<file path="src/rtl/bomb_fuse.sv">
// Bomb placement and fuse timer: snaps a dropped bomb to the grid, runs the fuse and
// issues a one-cycle blast, then waits for the blast unit's explode to rise and fall.
// Optional macro REMOTE_DETONATE_EN adds a remoteTrig input that detonates like chainHit.
//
// Handshake: blast is a one-cycle request carrying X/Y/radius; the blast unit acknowledges
// by raising explode and completes by dropping it. X/Y/radius are held stable until then.
module bomb_fuse #(
  parameter int FUSE_SECONDS = 3,
  parameter int GRID_LOG2    = 5,
  parameter int MAX_RADIUS   = 3,
  parameter int SCREEN_W     = 640,
  parameter int SCREEN_H     = 480
) (
  input  logic        clk,
  input  logic        resetN,
  input  logic        OneSecPulse,
  input  logic        startOfFrame,
  input  logic        placeBomb,
  input  logic [10:0] player_topLeftX,
  input  logic [10:0] player_topLeftY,
  input  logic        radiusUp,
  input  logic        chainHit,
  input  logic        explode,
`ifdef REMOTE_DETONATE_EN
  input  logic        remoteTrig,
`endif
  output logic [10:0] bomb_topLeftX,
  output logic [10:0] bomb_topLeftY,
  output logic [1:0]  blastRadius,
  output logic        blast,
  output logic        bombVisible,
  output logic [2:0]  fuseLeft,
  output logic [1:0]  state_dbg_o
);

  typedef enum logic [1:0] {
    s_idle    = 2'd0,
    s_armed   = 2'd1,
    s_wait_hi = 2'd2,
    s_wait_lo = 2'd3
  } state_t;

  localparam logic [11:0] HALF_CELL = 12'(1 << (GRID_LOG2 - 1));
  localparam logic [11:0] MAX_X     = 12'(SCREEN_W - 32);
  localparam logic [11:0] MAX_Y     = 12'(SCREEN_H - 32);

  state_t      state_q;
  logic [10:0] bomb_x_q, bomb_y_q;
  logic [1:0]  radius_q, pwr_q, pwr_d;
  logic        blast_q, visible_q;
  logic [2:0]  fuse_q, flash_q;

  logic [11:0] sum_x, sum_y, snap_x, snap_y;
  logic [10:0] place_x, place_y;
  logic        detonate;

  // Round to the nearest cell, then keep the whole cell on screen.
  always_comb begin
    sum_x   = {1'b0, player_topLeftX} + HALF_CELL;
    sum_y   = {1'b0, player_topLeftY} + HALF_CELL;
    snap_x  = (sum_x >> GRID_LOG2) << GRID_LOG2;
    snap_y  = (sum_y >> GRID_LOG2) << GRID_LOG2;
    place_x = (snap_x > MAX_X) ? MAX_X[10:0] : snap_x[10:0];
    place_y = (snap_y > MAX_Y) ? MAX_Y[10:0] : snap_y[10:0];
  end

  always_comb begin
    pwr_d = pwr_q;
    if (radiusUp && (pwr_q < 2'(MAX_RADIUS)))
      pwr_d = pwr_q + 2'd1;
  end

`ifdef REMOTE_DETONATE_EN
  assign detonate = (OneSecPulse && (fuse_q == 3'd1)) || chainHit || remoteTrig;
`else
  assign detonate = (OneSecPulse && (fuse_q == 3'd1)) || chainHit;
`endif

  always_ff @(posedge clk or negedge resetN) begin
    if (!resetN) begin
      state_q   <= s_idle;
      bomb_x_q  <= 11'(SCREEN_W);
      bomb_y_q  <= 11'(SCREEN_H);
      radius_q  <= 2'd1;
      pwr_q     <= 2'd1;
      blast_q   <= 1'b0;
      visible_q <= 1'b0;
      fuse_q    <= 3'd0;
      flash_q   <= 3'd0;
    end else begin
      pwr_q   <= pwr_d;
      blast_q <= 1'b0;
      case (state_q)
        s_idle: begin
          if (placeBomb) begin
            bomb_x_q  <= place_x;
            bomb_y_q  <= place_y;
            radius_q  <= pwr_q;
            fuse_q    <= 3'(FUSE_SECONDS);
            visible_q <= 1'b1;
            flash_q   <= 3'd0;
            state_q   <= s_armed;
          end
        end
        s_armed: begin
          if (detonate) begin
            blast_q   <= 1'b1;
            visible_q <= 1'b0;
            fuse_q    <= 3'd0;
            state_q   <= s_wait_hi;
          end else begin
            if (OneSecPulse)
              fuse_q <= fuse_q - 3'd1;
            // Last second: blink the sprite every 8 frames.
            if ((fuse_q == 3'd1) && startOfFrame) begin
              flash_q <= flash_q + 3'd1;
              if (flash_q == 3'd7)
                visible_q <= ~visible_q;
            end
          end
        end
        s_wait_hi: begin
          if (explode)
            state_q <= s_wait_lo;
        end
        s_wait_lo: begin
          if (!explode) begin
            bomb_x_q <= 11'(SCREEN_W);
            bomb_y_q <= 11'(SCREEN_H);
            state_q  <= s_idle;
          end
        end
        default: state_q <= s_idle;
      endcase
    end
  end

  assign bomb_topLeftX = bomb_x_q;
  assign bomb_topLeftY = bomb_y_q;
  assign blastRadius   = radius_q;
  assign blast         = blast_q;
  assign bombVisible   = visible_q;
  assign fuseLeft      = fuse_q;
  assign state_dbg_o   = state_q;

endmodule
</file>
<file path="config.mk">
export PLATFORM = sky130hd
export DESIGN_NAME = bomb_fuse
export DESIGN_NICKNAME = d
export VERILOG_FILES = /design/src/rtl/bomb_fuse.sv
export SDC_FILE = /design/constraint.sdc
export NUM_CORES = 1
export LEC_CHECK = 0
export ABC_AREA = 1
export BUFFER_PORTS_ARGS = -buffer_cell sky130_fd_sc_hd__buf_2
export CORE_MARGIN = 4
export CORE_UTILIZATION = 44
export DETAILED_ROUTE_END_ITERATION = 6
export GPL_ROUTABILITY_DRIVEN = 0
export PLACE_DENSITY = 0.76
export SLEW_MARGIN = 30
export SYNTH_ARGS = -nofsm -noshare
export SYNTH_HDL_FRONTEND = slang
export SYNTH_SLANG_ARGS = --single-unit
</file>
<file path="constraint.sdc">
create_clock -name clk -period 1.75 [get_ports clk]
set_clock_uncertainty 0.2 [all_clocks]
set_input_delay 0.0875 -clock clk [delete_from_list [all_inputs] [get_ports clk]]
set_output_delay 0.0875 -clock clk [all_outputs]
set_load 0.01 [all_outputs]
</file>
; ---- Word-level counts from Yosys, hierarchy flattened
; Cells that the tools add are included.
[word_totals]
word_cells = 73
input_bits = 30
reg_bits = 36
out_inout_bits = 31
[op_classes]
muxes = 28
eq_ne = 14
order_cmp = 3
reduce_logical = 13
add_sub_neg = 5
bitwise = 1
[ops]
columns = cell, count
row1 = 2-to-1 mux 11 bit, 6
row2 = case mux 11 bit (2 select lines), 2
row3 = "adder 11 x 5 -> 12 bit, second input constant", 2
row4 = 2-to-1 mux 3 bit, 6
row5 = "greater-than comparator 12 x 10 -> 1 bit, second input constant", 1
row6 = "greater-than comparator 12 x 9 -> 1 bit, second input constant", 1
row7 = "!= test 2 bit, second input constant", 6
row8 = case mux 3 bit (2 select lines), 2
row9 = AND reduction 4 bit, 3
row10 = "!= test 3 bit, second input constant", 3
row11 = 2-to-1 mux 2 bit, 4
row12 = case mux 2 bit (4 select lines), 1
row13 = 2-to-1 mux 1 bit, 6
row14 = AND reduction 3 bit, 2
row15 = "== test 2 bit, second input constant", 2
row16 = nonzero test 2 bit, 2
row17 = "adder 3 x 1 -> 3 bit, second input constant", 1
row18 = "== test 3 x 1 -> 1 bit, second input constant", 1
row19 = "== test 3 bit, second input constant", 1
row20 = logical AND 1 bit, 3
row21 = "subtractor 3 x 1 -> 3 bit, second input constant", 1
row22 = "adder 2 x 1 -> 2 bit, second input constant", 1
row23 = "== test 2 x 1 -> 1 bit, second input constant", 1
row24 = logical NOT 2 bit, 1
row25 = 5 further kinds, 5

; ---- Longest topological paths before layout
; Gate-level depths: netlist of the first run.
[depth]
depth_word = 5
ltp_mapped = 12
depth_no_buf = 12

; ---- Worst setup path before layout of the first run
; No wires, ideal clock.
[synth_timing]
path_kind = register -> register
start = reg state_q[0], in the netlist state_dbg_o[0]
end = reg bomb_x_q[7], in the netlist bomb_topLeftX[7]
required_ps = 1462
path_buffers = 0
path_stages_with_launch = 11
path_slack_ps = -38
period_less_slack_ps = 1788
arrival_ps = 1500
path_cell_list = dfrtp_1 inv_1 ha_1 inv_1 nor2_1 a21oi_1 o21ai_2 inv_2 or2_2 inv_1 a21oi_2
[synth_between]
elab_chain_cells = 3
[synth_rtl]
columns = element, line
row1 = from (decl), 47  ; state_t state_q;
row2 = from (signal assigned), 81  ; state_q <= s_idle;
row3 = from (signal assigned), 102  ; state_q <= s_armed;
row4 = from (signal assigned), 110  ; state_q <= s_wait_hi;
row5 = == test 2 bit / logical NOT 2 bit (equally long branches), 93  ; case (state_q)
row6 = != test 2 bit (no line) / nonzero test 2 bit (equally long branches), --
row7 = AND reduction 3 bit (no line), --
row8 = to (signal assigned), 82  ; bomb_x_q <= 11'(SCREEN_W);
row9 = to (signal assigned), 96  ; bomb_x_q <= place_x;
row10 = to (signal assigned), 128  ; bomb_x_q <= 11'(SCREEN_W);
row11 = to (decl), 48  ; logic [10:0] bomb_x_q, bomb_y_q;
; Parallel ways exist; a longest one is shown, timed or not.
; A chain may end at the register's enable or synchronous reset.

; ---- Worst setup path after layout of the first run
[layout_timing]
start = reg state_q[1], in the netlist state_dbg_o[1]
end = reg bomb_x_q[8], in the netlist bomb_topLeftX[8]
; Same word-level chain as after synthesis.

==> results by group, run 1 <==
Global routing
  – GRT Total Usage: 14.1%
  – Vias in the first global route: 1360
  – Met1 usage: 17.5%
  – GRT busiest layer: met2
  – GR met2 Demand/Resource: 24.3%
  – Initial antenna violation count: 0
  – GRT overflow: 0
  – First-pass GRT wire length: 5750 um
  – Largest net degree at the start of global routing: 27
  – M3 GR Usage: 3.04%

Layout
  – ANT cells: 0
  – Share of layout cells above drive strength 1: 37.9%
  – Final std cells w/o fill: 320
  – Layout area overhead: 31.7%
  – # nets final: 314

Pwr
  – Net switching fraction of the power: 38.0%
  – Leak pwr: 0.00117 uW
  – Sequential power share: 31.6%
  – Pint: 1880 uW
  – Max VDD drop: 507 uV
  – Switching power: 1150 uW
  – Power per Cell Area: 1390 mW/mm^2
  – Comb pwr share: 51.9%
  – Clk pwr share: 16.5%

Routing
  – Via Count: 1503
  – Vias/cell: 4.70
  – Initial DRC count: 97
  – Antenna viol nets, final: 0
  – Post-Route WL: 3520 um
  – Number of remaining DRC errors: 0
  – DRT Pass-1 Iters: 5
  – WL per Instance: 11.0 um

Placement
  – DP Wirelength: 2590 um
  – Number of port buffers: 42
  – Dpl cells: 305

Setup path
  – CP Cell Sequence: inv_2 -> ha_4 -> inv_4 -> nor2_4 -> a21oi_2 -> o21ai_2 -> buf_4 -> buf_4 -> nand2_2 -> nand2_1
  – CP required: 1.72 ns
  – Worst flop-to-flop path endpoint: bomb_topLeftX[8]
  – Crit path buffers/inverters: 4
  – Slowest-stage cell, CP: dfrtp_1
  – Reg2Reg Depth: 10
  – Crit path DAT: 1.68 ns
  – CP Depth: 10
  – Slowest stage delay, CP: 0.42 ns
  – Crit-path leading delay family: buffers and inverters
  – Most common cell on crit path: buf_4
  – Worst setup SP type: register
  – Critical path peak fanout: 4
  – RR Startpoint: state_dbg_o[1]
  – CP Capture Type: register
  – CP Class: register to register
  – R2r setup slk: 0.04 ns

Floorplan
  – Die footprint: 0.00480 sq mm
  – CORE AREA: 0.00363 sq mm
  – I/O Pins: 61
  – Die height: 69.3 um
  – Chip Width: 69.3 um
  – Starting Density: 45.5%
  – Core Rows: 22

STA
  – Slew Limit Fails: 0
  – Worst-margin pin slew: 0.569 ns
  – Final Cycle Share: 98.0%
  – Fin crit period: 1.71 ns
  – Setup TNS: 0 ns
  – Final count of hold timing violations: 0
  – Relative slew margins: 62.1%
  – Peak Freq: 583 MHz
  – RSZ-0062 raised after global routing: true
  – # setup viols final: 0

Synth
  – Mux cell area share after synthesis: 0%
  – Seq/Total Area, Yosys: 39.9%
  – Prevailing post-synth register cell: dfrtp_1
  – #FFs+latches synth: 26
  – Post-Synth XOR/XNOR Area: 2.12%
  – Largest family of logic cells by synthesized area: simple AND/OR/NAND/NOR gates
  – Most instantiated library cell after synthesis: nand2_1
  – Post-synth top cells: 51 x nand2_1, 28 x inv_1, 18 x dfrtp_1
  – Syn Inst Count: 210
  – Simple-gate share of the synthesized area: 27.5%
  – Synth async-reset ratio: 100%
  – Synthesis Warnings: 0
  – Post-synth top area share: 27.2%
  – Synth top area cells: dfrtp_1 27%, dfstp_2 13%, nand2_1 12%
  – Synth Area in Adders: 8.32%
  – Mapped cell area: 0.00165 sq mm
  – Post-synth EDFFs: 0
  – Distinct cells, synth: 34
  – Synth Area in Compound Gates: 10.5%
  – Average size of a mapped cell: 7.88 sq um
  – Synth area leader: dfrtp_1

Clock network
  – Clk root buf: clkbuf_8
  – Reg clk slew, reported paths: 0.08 ns
  – CTS HTree Levels: 1
  – Number of CTS-inserted buffers: 3
  – Clock Latency Late Sink: 0.27 ns
  – Clock sinks: 26
  – CTS tree: built
  – Max Root-Sink Buffers: 2

Min path
  – Hold Path Class: input port to register
  – Worst hold start: player_topLeftY[7]
  – Hold Path Sink: bomb_topLeftY[7]
  – Worst hold path depth: 5

Flow run
  – Number of max-cap violations: 0

Outcome
  – Status: complete, no violations
-- routing by layer --
metal  part of all wire, %  up-vias
met1                    45      676
li1                      -      780
met3                   5.1        4
met2                    48       43
met5                     0        -
met4                   1.2        0
-- placed cells by master, fill, tap and decap left out, types with 2 or more instances in the layout --
master and count:
a21oi_1 6, a21oi_2 4, a2bb2oi_1 2, and3_1 2
buf_2 42, buf_4 12, clkbuf_8 3, conb_1 10
dfrtp_1 17, dfstp_2 8, dlygate4sd3_1 5, ha_1 7
ha_2 2, ha_4 2, inv_1 24, inv_2 4
nand2_1 45, nand2_2 12, nand3_1 14, nand4_1 3
nor2_1 9, nor2_2 2, nor2_4 2, o21ai_0 10
o21ai_1 3, or2_4 2, xnor2_1 2, xor2_1 2
-- flip-flops by register name (all words and copies together) (netlist names) --
signal and flops:
bomb_topLeftY 6, blast 1, bomb_topLeftX 6, pwr_q 2, state_dbg_o 2, flash_q 3
bombVisible 1, blastRadius 2, fuseLeft 3
-- power groups by stage --
stage | Clock (uW) | Combinational (uW) | Sequential, uW
after detailed placement | 0 | 1270 | 957
after floorplan | 0 | 712 | 1030
final | 499 | 1570 | 959
after CTS | 503 | 1330 | 945
after global routing | 526 | 1760 | 995
after global placement | 0 | 1230 | 954
-- repair_timing --
item | 4_1_cts | 5_1_grt
endpoints found under the hold margin | 34 | 0
buffers inserted | 2 | 4
pin swaps | 0 | 5
hold buffers | 5 | 0
cloned | 0 | 0
gates resized for setup | 1 | 24
endpoints found under the setup margin | 6 | 15
-- kinds of logic (layout without fill, tap and decap cells) --
logic type,count (synthesis),in the layout
flops,26,26
other cells,1,10
simple gates,98,98
buf+inv,40,93
compound gates,30,30
fa+ha+maj,11,11
xor+xnor,4,4
-- worst max path at each step --
stage                             to  slack [ns]           start
floorplan           bomb_topLeftX[7]        0.03  state_dbg_o[0]
global placement          flash_q[0]        0.03  state_dbg_o[1]
detailed placement    state_dbg_o[0]       -0.02  state_dbg_o[1]
CTS                       flash_q[0]       0.003  state_dbg_o[1]
global route        bomb_topLeftY[5]       -0.07  state_dbg_o[1]
finish              bomb_topLeftX[8]        0.04  state_dbg_o[1]
-- tightest hold or removal path, cell delays in order --
cell and delay (ns):
buf_2 0.11, xor2_1 0.08, nand4_1 0.09, nand2_1 0.05
inv_1 0.04
-- final cells by class --
type / count / area (sq um)
fillers: 333 / 1460
multi-input cells: 153 / 912
flip-flops and latches: 26 / 662
repair buffers: 60 / 362
inverters: 29 / 111
well taps: 48 / 60.1
clock buffers: 3 / 41.3
clock inverters: 1 / 30.0
-- metrics by stage --
step / utilization [%] / total power, uW / instance area (sq um) / hold WS, ns / worst slack, ns
after detailed placement: 53.5 / 2230 / 1940 / -0.0886 / -0.0173
final: 60.0 / 3030 / 2180 / 0.0196 / 0.0356
after CTS: 57.3 / 2780 / 2080 / 0.0160 / 0.00318
after floorplan: - / 1740 / 1700 / -0.408 / 0.0335
after global placement: 53.5 / 2190 / 1940 / -0.0882 / 0.0259
after global routing: 60.0 / 3280 / 2180 / 0.0544 / -0.0715
Note: power is estimated with default switching activity, not from simulation.
==> run 2, diff against run 1 <==
--- a/config.mk
+++ b/config.mk
@@ -5,13 +5,13 @@
 export SDC_FILE = /design/constraint.sdc
 export NUM_CORES = 1
 export LEC_CHECK = 0
-export ABC_AREA = 1
+export ABC_AREA = 0
 export BUFFER_PORTS_ARGS = -buffer_cell sky130_fd_sc_hd__buf_2
 export CORE_MARGIN = 4
 export CORE_UTILIZATION = 44
 export DETAILED_ROUTE_END_ITERATION = 6
 export GPL_ROUTABILITY_DRIVEN = 0
-export PLACE_DENSITY = 0.76
+export PLACE_DENSITY = 0.77
 export SLEW_MARGIN = 30
 export SYNTH_ARGS = -nofsm -noshare
 export SYNTH_HDL_FRONTEND = slang
==> results by group, run 2 <==
Outcome
  – Status: finished with violations
  – Failing checks: negative setup slack

STA
  – Final worst slack: -0.0252 ns (-0.0607 ns)
  – # setup viols final: 2 (+2)
  – Slew Limit Fails: 0 (unchanged)
  – Peak Freq: 563 MHz (-3.4%)
  – Hold WS: 0.00271 ns (-0.0169 ns)
  – Relative slew margins: 62.7% (+0.60 points)
  – Worst-margin pin slew: 0.560 ns (-0.00907 ns)
  – Final count of hold timing violations: 0 (unchanged)
  – Final Cycle Share: 101% (+3.5 points)
  – Fin crit period: 1.78 ns (+0.0607 ns)
  – RSZ-0062 raised after global routing: true
  – Setup TNS: -0.0442 ns (-0.0442 ns)

Routing
  – Via Count: 1429 (-4.9%)
  – WL per Instance: 12.7 um (+16%)
  – Initial DRC count: 47 (-52%)
  – Vias/cell: 5.01 (+6.8%)
  – DRT Pass-1 Iters: 4 (-1)
  – Antenna viol nets, final: 0 (unchanged)
  – Post-Route WL: 3620 um (+3.0%)
  – Number of remaining DRC errors: 0 (unchanged)

Synth
  – #FFs+latches synth: 26 (unchanged)
  – Synth Area in Adders: 8.63% (+0.31 points)
  – Post-Synth XOR/XNOR Area: 3.84% (+1.7 points)
  – Prevailing post-synth register cell: dfrtp_1
  – Post-synth top cells: 18 x dfrtp_1, 17 x nand2_1, 11 x ha_1
  – Simple-gate share of the synthesized area: 16.6% (-11 points)
  – Syn Inst Count: 161 (-23%)
  – Post-synth EDFFs: 0 (unchanged)
  – Synthesis Warnings: 0 (unchanged)
  – Seq/Total Area, Yosys: 41.4% (+1.5 points)
  – Synth area leader: dfrtp_1
  – Largest family of logic cells by synthesized area: compound AO/OA/AOI/OAI gates
  – Mux cell area share after synthesis: 3.45% (+3.5 points)
  – Post-synth top area share: 28.2% (+1.0 points)
  – Average size of a mapped cell: 9.91 sq um (+26%)
  – Synth async-reset ratio: 100% (unchanged)
  – Synth top area cells: dfrtp_1 28%, dfstp_2 13%, ha_1 8.6%
  – Distinct cells, synth: 47 (+38%)
  – Most instantiated library cell after synthesis: dfrtp_1
  – Synth Area in Compound Gates: 18.5% (+8.0 points)
  – Mapped cell area: 0.00160 sq mm (-3.6%)

Layout
  – Final instance area: 0.00224 sq mm (+2.8%)
  – Most common cell after layout, fill and taps aside: buf_2
  – Layout area overhead: 40.3%
  – # nets final: 281 (-11%)
  – Share of layout cells above drive strength 1: 43.1% (+5.2 points)
  – ANT cells: 0 (unchanged)
  – Final Util: 65.5% (+5.6 points)
  – Commonest non-fill, non-tap cells in the layout: 42 x buf_2, 20 x buf_4, 18 x dfrtp_1, 16 x nand2_1, 13 x dlygate4sd3_1
  – Fill count: 286 (-14%)

Pwr
  – Clk pwr share: 9.7% (-6.8 points)
  – Pint: 1950 uW (+4.0%)
  – Power per Cell Area: 1400 mW/mm^2 (+0.64%)
  – Switching power: 1180 uW (+2.5%)
  – Leak pwr: 0.00106 uW (-9.2%)
  – Sequential power share: 32.6% (+1.0 points)
  – Max VDD drop: 697 uV (+37%)
  – Net switching fraction of the power: 37.6% (-0.34 points)
  – Comb pwr share: 57.7% (+5.8 points)

Setup path
  – CP Class: register to register
  – Reg2Reg Depth: 6 (-4)
  – CP required: 1.77 ns (+0.05 ns)
  – Critical path peak fanout: 5 (+1)
  – Worst setup SP type: register
  – CP Capture Type: register
  – Crit path DAT: 1.80 ns (+0.12 ns)

Min path
  – Worst hold path depth: 4 (-1)
  – Hold Path Class: input port to register

Placement
  – Number of port buffers: 42 (unchanged)
  – DP Wirelength: 2660 um (+2.7%)
  – Placement Cell Area: 0.00197 sq mm (+1.5%)

Global routing
  – Vias in the first global route: 1330 (-2.2%)
  – First-pass GRT wire length: 5890 um (+2.3%)
  – Initial antenna violation count: 0 (unchanged)
  – GRT overflow: 0 (unchanged)
  – GRT Total Usage: 16.3% (+2.1 points)
  – Largest net degree at the start of global routing: 27 (unchanged)

Floorplan
  – Die height: 68.2 um (-1.6%)
  – Chip Width: 68.2 um (-1.6%)
  – Core Rows: 21 (-4.5%)
  – Starting Density: 46.7% (+1.2 points)
  – I/O Pins: 61 (unchanged)
  – Die footprint: 0.00465 sq mm (-3.1%)
  – CORE AREA: 0.00342 sq mm (-6.0%)

Clock network
  – CTS tree: built
  – Max Root-Sink Buffers: 2 (unchanged)
  – Clk root buf: clkbuf_4
  – Number of CTS-inserted buffers: 3 (unchanged)
  – Clock sinks: 26 (unchanged)
  – Clock Latency Late Sink: 0.32 ns (+0.05 ns)
  – Reg clk slew, reported paths: 0.14 ns (+0.06 ns)
  – CTS HTree Levels: 1 (unchanged)

Flow run
  – Number of max-cap violations: 0 (unchanged)
-- run 2: worst paths after layout --
kind                       slack, ns          startpoint                to
hold / removal                 0.003  player_topLeftX[4]  bomb_topLeftX[5]
setup reg to reg               -0.03      state_dbg_o[0]    state_dbg_o[1]
min in group asynchronous       0.08              resetN       fuseLeft[1]
setup / recovery               -0.03      state_dbg_o[0]    state_dbg_o[1]
max in group asynchronous       0.89              resetN  bomb_topLeftX[7]
hold reg to reg                 0.29    bomb_topLeftX[6]  bomb_topLeftX[6]
-- run 2: what timing repair did --
item / in CTS / in global routing
hold buffers: 13 / 0
buffers inserted: 2 / 2
pin swaps: 4 / 4
hold endpoints to repair: 39 / 0
resized for setup: 5 / 18
endpoints found under the setup margin: 6 / 21
-- run 2: kinds of logic (layout without fill, tap and decap cells) --
group / Yosys count / after routing
and+or+nand+nor: 51 / 51
AOI/OAI and AO/OA: 41 / 41
DFF: 26 / 26
buffers and inverters: 19 / 88
adders and majority gates: 11 / 11
xor gates and xnor gates: 7 / 7
muxes: 5 / 5
other: 1 / 10
-- run 2: power groups by stage --
stage          registers [uW]  logic, uW  clock network [uW]
2_1_floorplan            1100        866                   0
3_3_place_gp             1010       1560                   0
3_5_place_dp             1020       1590                   0
4_1_cts                  1020       1690                 312
5_1_grt                  1050       2010                 338
6_report                 1020       1810                 303
-- run 2: cell type report --
type                    count  area, sq um  share of cell area [%]
clock buffers               4         36.3                    1.62
inverters                   7         26.3                    1.17
multi-input cells         125          945                    42.2
flip-flops and latches     26          661                    29.5
well taps                  46         57.6                    2.57
repair buffers             77          513                    22.9
-- run 2: worst max-delay path, cell delays in order (launching register included) --
cell and delay (ns):
dfrtp_1 0.45, inv_2 0.07, ha_4 0.17, nor2b_4 0.13, a21oi_4 0.15, and3_4 0.21
mux2_4 0.29
-- run 2: stage by stage --
step | worst slack, ns | instances | power (uW)
final | -0.0252 | 285 | 3130
after global routing | -0.0879 | 285 | 3400
after CTS | -0.0172 | 283 | 3020
after detailed placement | -0.0301 | 264 | 2610
after global placement | -0.00390 | 264 | 2580
after floorplan | -0.0596 | 170 | 1960
-- run 2: metal layers --
layer,share of wire [%],routed length [um],up-vias,track usage (%)
met1,45,1610,671,21.6
met2,49,1770,45,28.2
met3,6.4,233,0,2.79
met4,0,0,0,2.23
met5,0,0,-,0
li1,-,-,713,-
==> run 3, diff against run 2 <==
--- a/config.mk
+++ b/config.mk
@@ -11,7 +11,7 @@
 export CORE_UTILIZATION = 44
 export DETAILED_ROUTE_END_ITERATION = 6
 export GPL_ROUTABILITY_DRIVEN = 0
-export PLACE_DENSITY = 0.77
+export PLACE_DENSITY = 0.8
 export SLEW_MARGIN = 30
 export SYNTH_ARGS = -nofsm -noshare
 export SYNTH_HDL_FRONTEND = slang
==> results by group, run 3 (synthesis results as in run 2) <==
Outcome
  – Status: finished with violations
  – Failing checks: negative setup slack

STA
  – Fin crit period: 1.80 ns (+0.0240 ns)
  – Final count of hold timing violations: 0 (unchanged)
  – Slew Limit Fails: 0 (unchanged)
  – Relative slew margins: 62.4% (-0.26 points)
  – # setup viols final: 2 (unchanged)
  – RSZ-0062 raised after global routing: true
  – Worst-margin pin slew: 0.564 ns (+0.00383 ns)
  – Final Cycle Share: 103% (+1.4 points)
  – Final worst slack: -0.0492 ns (-0.0240 ns)
  – Peak Freq: 556 MHz (-1.3%)
  – Hold WS: 0.0386 ns (+0.0358 ns)

Floorplan
  – CORE AREA: 0.00342 sq mm (unchanged)
  – Chip Width: 68.2 um (unchanged)
  – Starting Density: 46.7% (unchanged)
  – Die footprint: 0.00465 sq mm (unchanged)
  – I/O Pins: 61 (unchanged)
  – Die height: 68.2 um (unchanged)
  – Core Rows: 21 (unchanged)

Layout
  – Final Util: 65.9% (+0.37 points)
  – # nets final: 281 (unchanged)
  – Share of layout cells above drive strength 1: 43.9% (+0.84 points)
  – Commonest non-fill, non-tap cells in the layout: 42 x buf_2, 21 x buf_4, 17 x nand2_1, 17 x dfrtp_1, 13 x dlygate4sd3_1
  – Layout area overhead: 41.1%
  – Most common cell after layout, fill and taps aside: buf_2
  – ANT cells: 0 (unchanged)
  – Fill count: 287 (+0.35%)

Setup path
  – CP Capture Type: register
  – Crit-path leading delay family: flip-flops
  – Slowest stage delay, CP: 0.45 ns (about the same)
  – CP Class: register to register
  – Crit path DAT: 1.82 ns (+0.02 ns)
  – Crit path buffers/inverters: 1 (unchanged)
  – CP required: 1.77 ns (about the same)
  – CP Cell Sequence: inv_2 -> ha_4 -> nor2b_4 -> a21oi_4 -> and3_4 -> mux2_4
  – Slowest-stage cell, CP: dfrtp_2
  – Worst setup SP type: register
  – Critical path peak fanout: 5 (unchanged)

Clock network
  – Max Root-Sink Buffers: 2 (unchanged)
  – Clk root buf: clkbuf_4
  – Clock Latency Late Sink: 0.31 ns (about the same)
  – CTS tree: built
  – Clock sinks: 26 (unchanged)
  – CTS HTree Levels: 1 (unchanged)
  – Reg clk slew, reported paths: 0.14 ns (about the same)
  – Number of CTS-inserted buffers: 3 (unchanged)

Min path
  – Hold Path Class: input port to register

Flow run
  – Number of max-cap violations: 0 (unchanged)

Routing
  – Antenna viol nets, final: 0 (unchanged)
  – Via Count: 1461 (+2.2%)
  – Post-Route WL: 3770 um (+4.0%)
  – Vias/cell: 5.13 (+2.2%)
  – Number of remaining DRC errors: 0 (unchanged)
  – DRT Pass-1 Iters: 4 (unchanged)
  – WL per Instance: 13.2 um (+4.0%)
  – Initial DRC count: 67 (+43%)

Global routing
  – GRT Total Usage: 16.9% (+0.68 points)
  – GRT overflow: 0 (unchanged)
  – Vias in the first global route: 1429 (+7.4%)
  – First-pass GRT wire length: 6050 um (+2.8%)
  – Initial antenna violation count: 0 (unchanged)
  – Largest net degree at the start of global routing: 27 (unchanged)

Placement
  – Number of port buffers: 42 (unchanged)
  – DP Wirelength: 2700 um (+1.4%)

Pwr
  – Max VDD drop: 629 uV (-9.8%)
  – Leak pwr: 0.00106 uW (-0.36%)
  – Power per Cell Area: 1430 mW/mm^2 (+2.2%)
==> run 3: changes by cell type in the layout (fill, tap and decap cells not counted), moves of 2 or more <==
cell / previous run / this run
o21ai_1: 6 / 8
a22oi_2: 2 / 0
o21ai_0: 5 / 2
o21ai_4: 0 / 2
nor2_2: 0 / 2
a22oi_1: 0 / 2
==> run 3: final timing paths <==
path	start	endpoint	slack, ns	cells after the start
max in group asynchronous	resetN	state_dbg_o[0]	0.88	2
hold reg to reg	bomb_topLeftX[10]	bomb_topLeftX[10]	0.30	1
setup / recovery	state_dbg_o[0]	state_dbg_o[1]	-0.05	6
hold / removal	player_topLeftX[7]	bomb_topLeftX[7]	0.04	4
setup reg to reg	state_dbg_o[0]	state_dbg_o[1]	-0.05	6
min in group asynchronous	resetN	blastRadius[1]	0.07	2
==> run 3: metrics by stage <==
step	TNS (ns)	total power [uW]	instances	area, sq um	setup slack (ns)
3_5_place_dp	-0.316	2600	261	1950	-0.0669
3_3_place_gp	-0.0190	2540	261	1950	-0.00952
2_1_floorplan	-0.102	1960	170	1660	-0.0596
6_report	-0.0706	3220	285	2250	-0.0492
4_1_cts	-0.0429	3050	283	2180	-0.0378
5_1_grt	-0.540	3470	285	2250	-0.101
==> run 3: cell type report <==
type	count	area (sq um)	share of cell area [%]
clock buffers	4	36.3	1.61
repair buffers	77	509	22.6
multi-input cells	125	960	42.6
well taps	46	57.6	2.56
flip-flops and latches	26	662	29.4
inverters	7	26.3	1.17
==> run 3: where the power goes <==
| group | switching [uW] | leakage (uW) | total (uW) | internal, uW |
|---|---|---|---|---|
| Combinational | 891 | 0.000722 | 1880 | 994 |
| Clock | 178 | 0.0000210 | 305 | 127 |
| Sequential | 163 | 0.000313 | 1030 | 868 |
| Total | 1230 | 0.00106 | 3220 | 1990 |
==> run 3: worst register-to-register path: stages (launching register included) <==
cell and delay [ns]:
dfrtp_2 0.45, inv_2 0.07, ha_4 0.17, nor2b_4 0.14, a21oi_4 0.16, and3_4 0.22, mux2_4 0.29
==> run 3: routing by layer <==
| layer | track usage (%) | up-vias | part of all wire [%] |
|---|---|---|---|
| li1 | - | 717 | - |
| met1 | 21.4 | 709 | 45 |
| met2 | 29.4 | 31 | 51 |
| met3 | 1.97 | 4 | 3.2 |
| met4 | 6.45 | 0 | 1.2 |
| met5 | 0 | - | 0 |
==> run 3: repair_timing <==
action | in CTS | in global routing
endpoints found under the setup margin | 16 | 21
pin swaps | 6 | 6
setup buffers | 5 | 2
gates resized for setup | 11 | 18
hold buffers | 13 | 0
hold endpoints to repair | 39 | 0
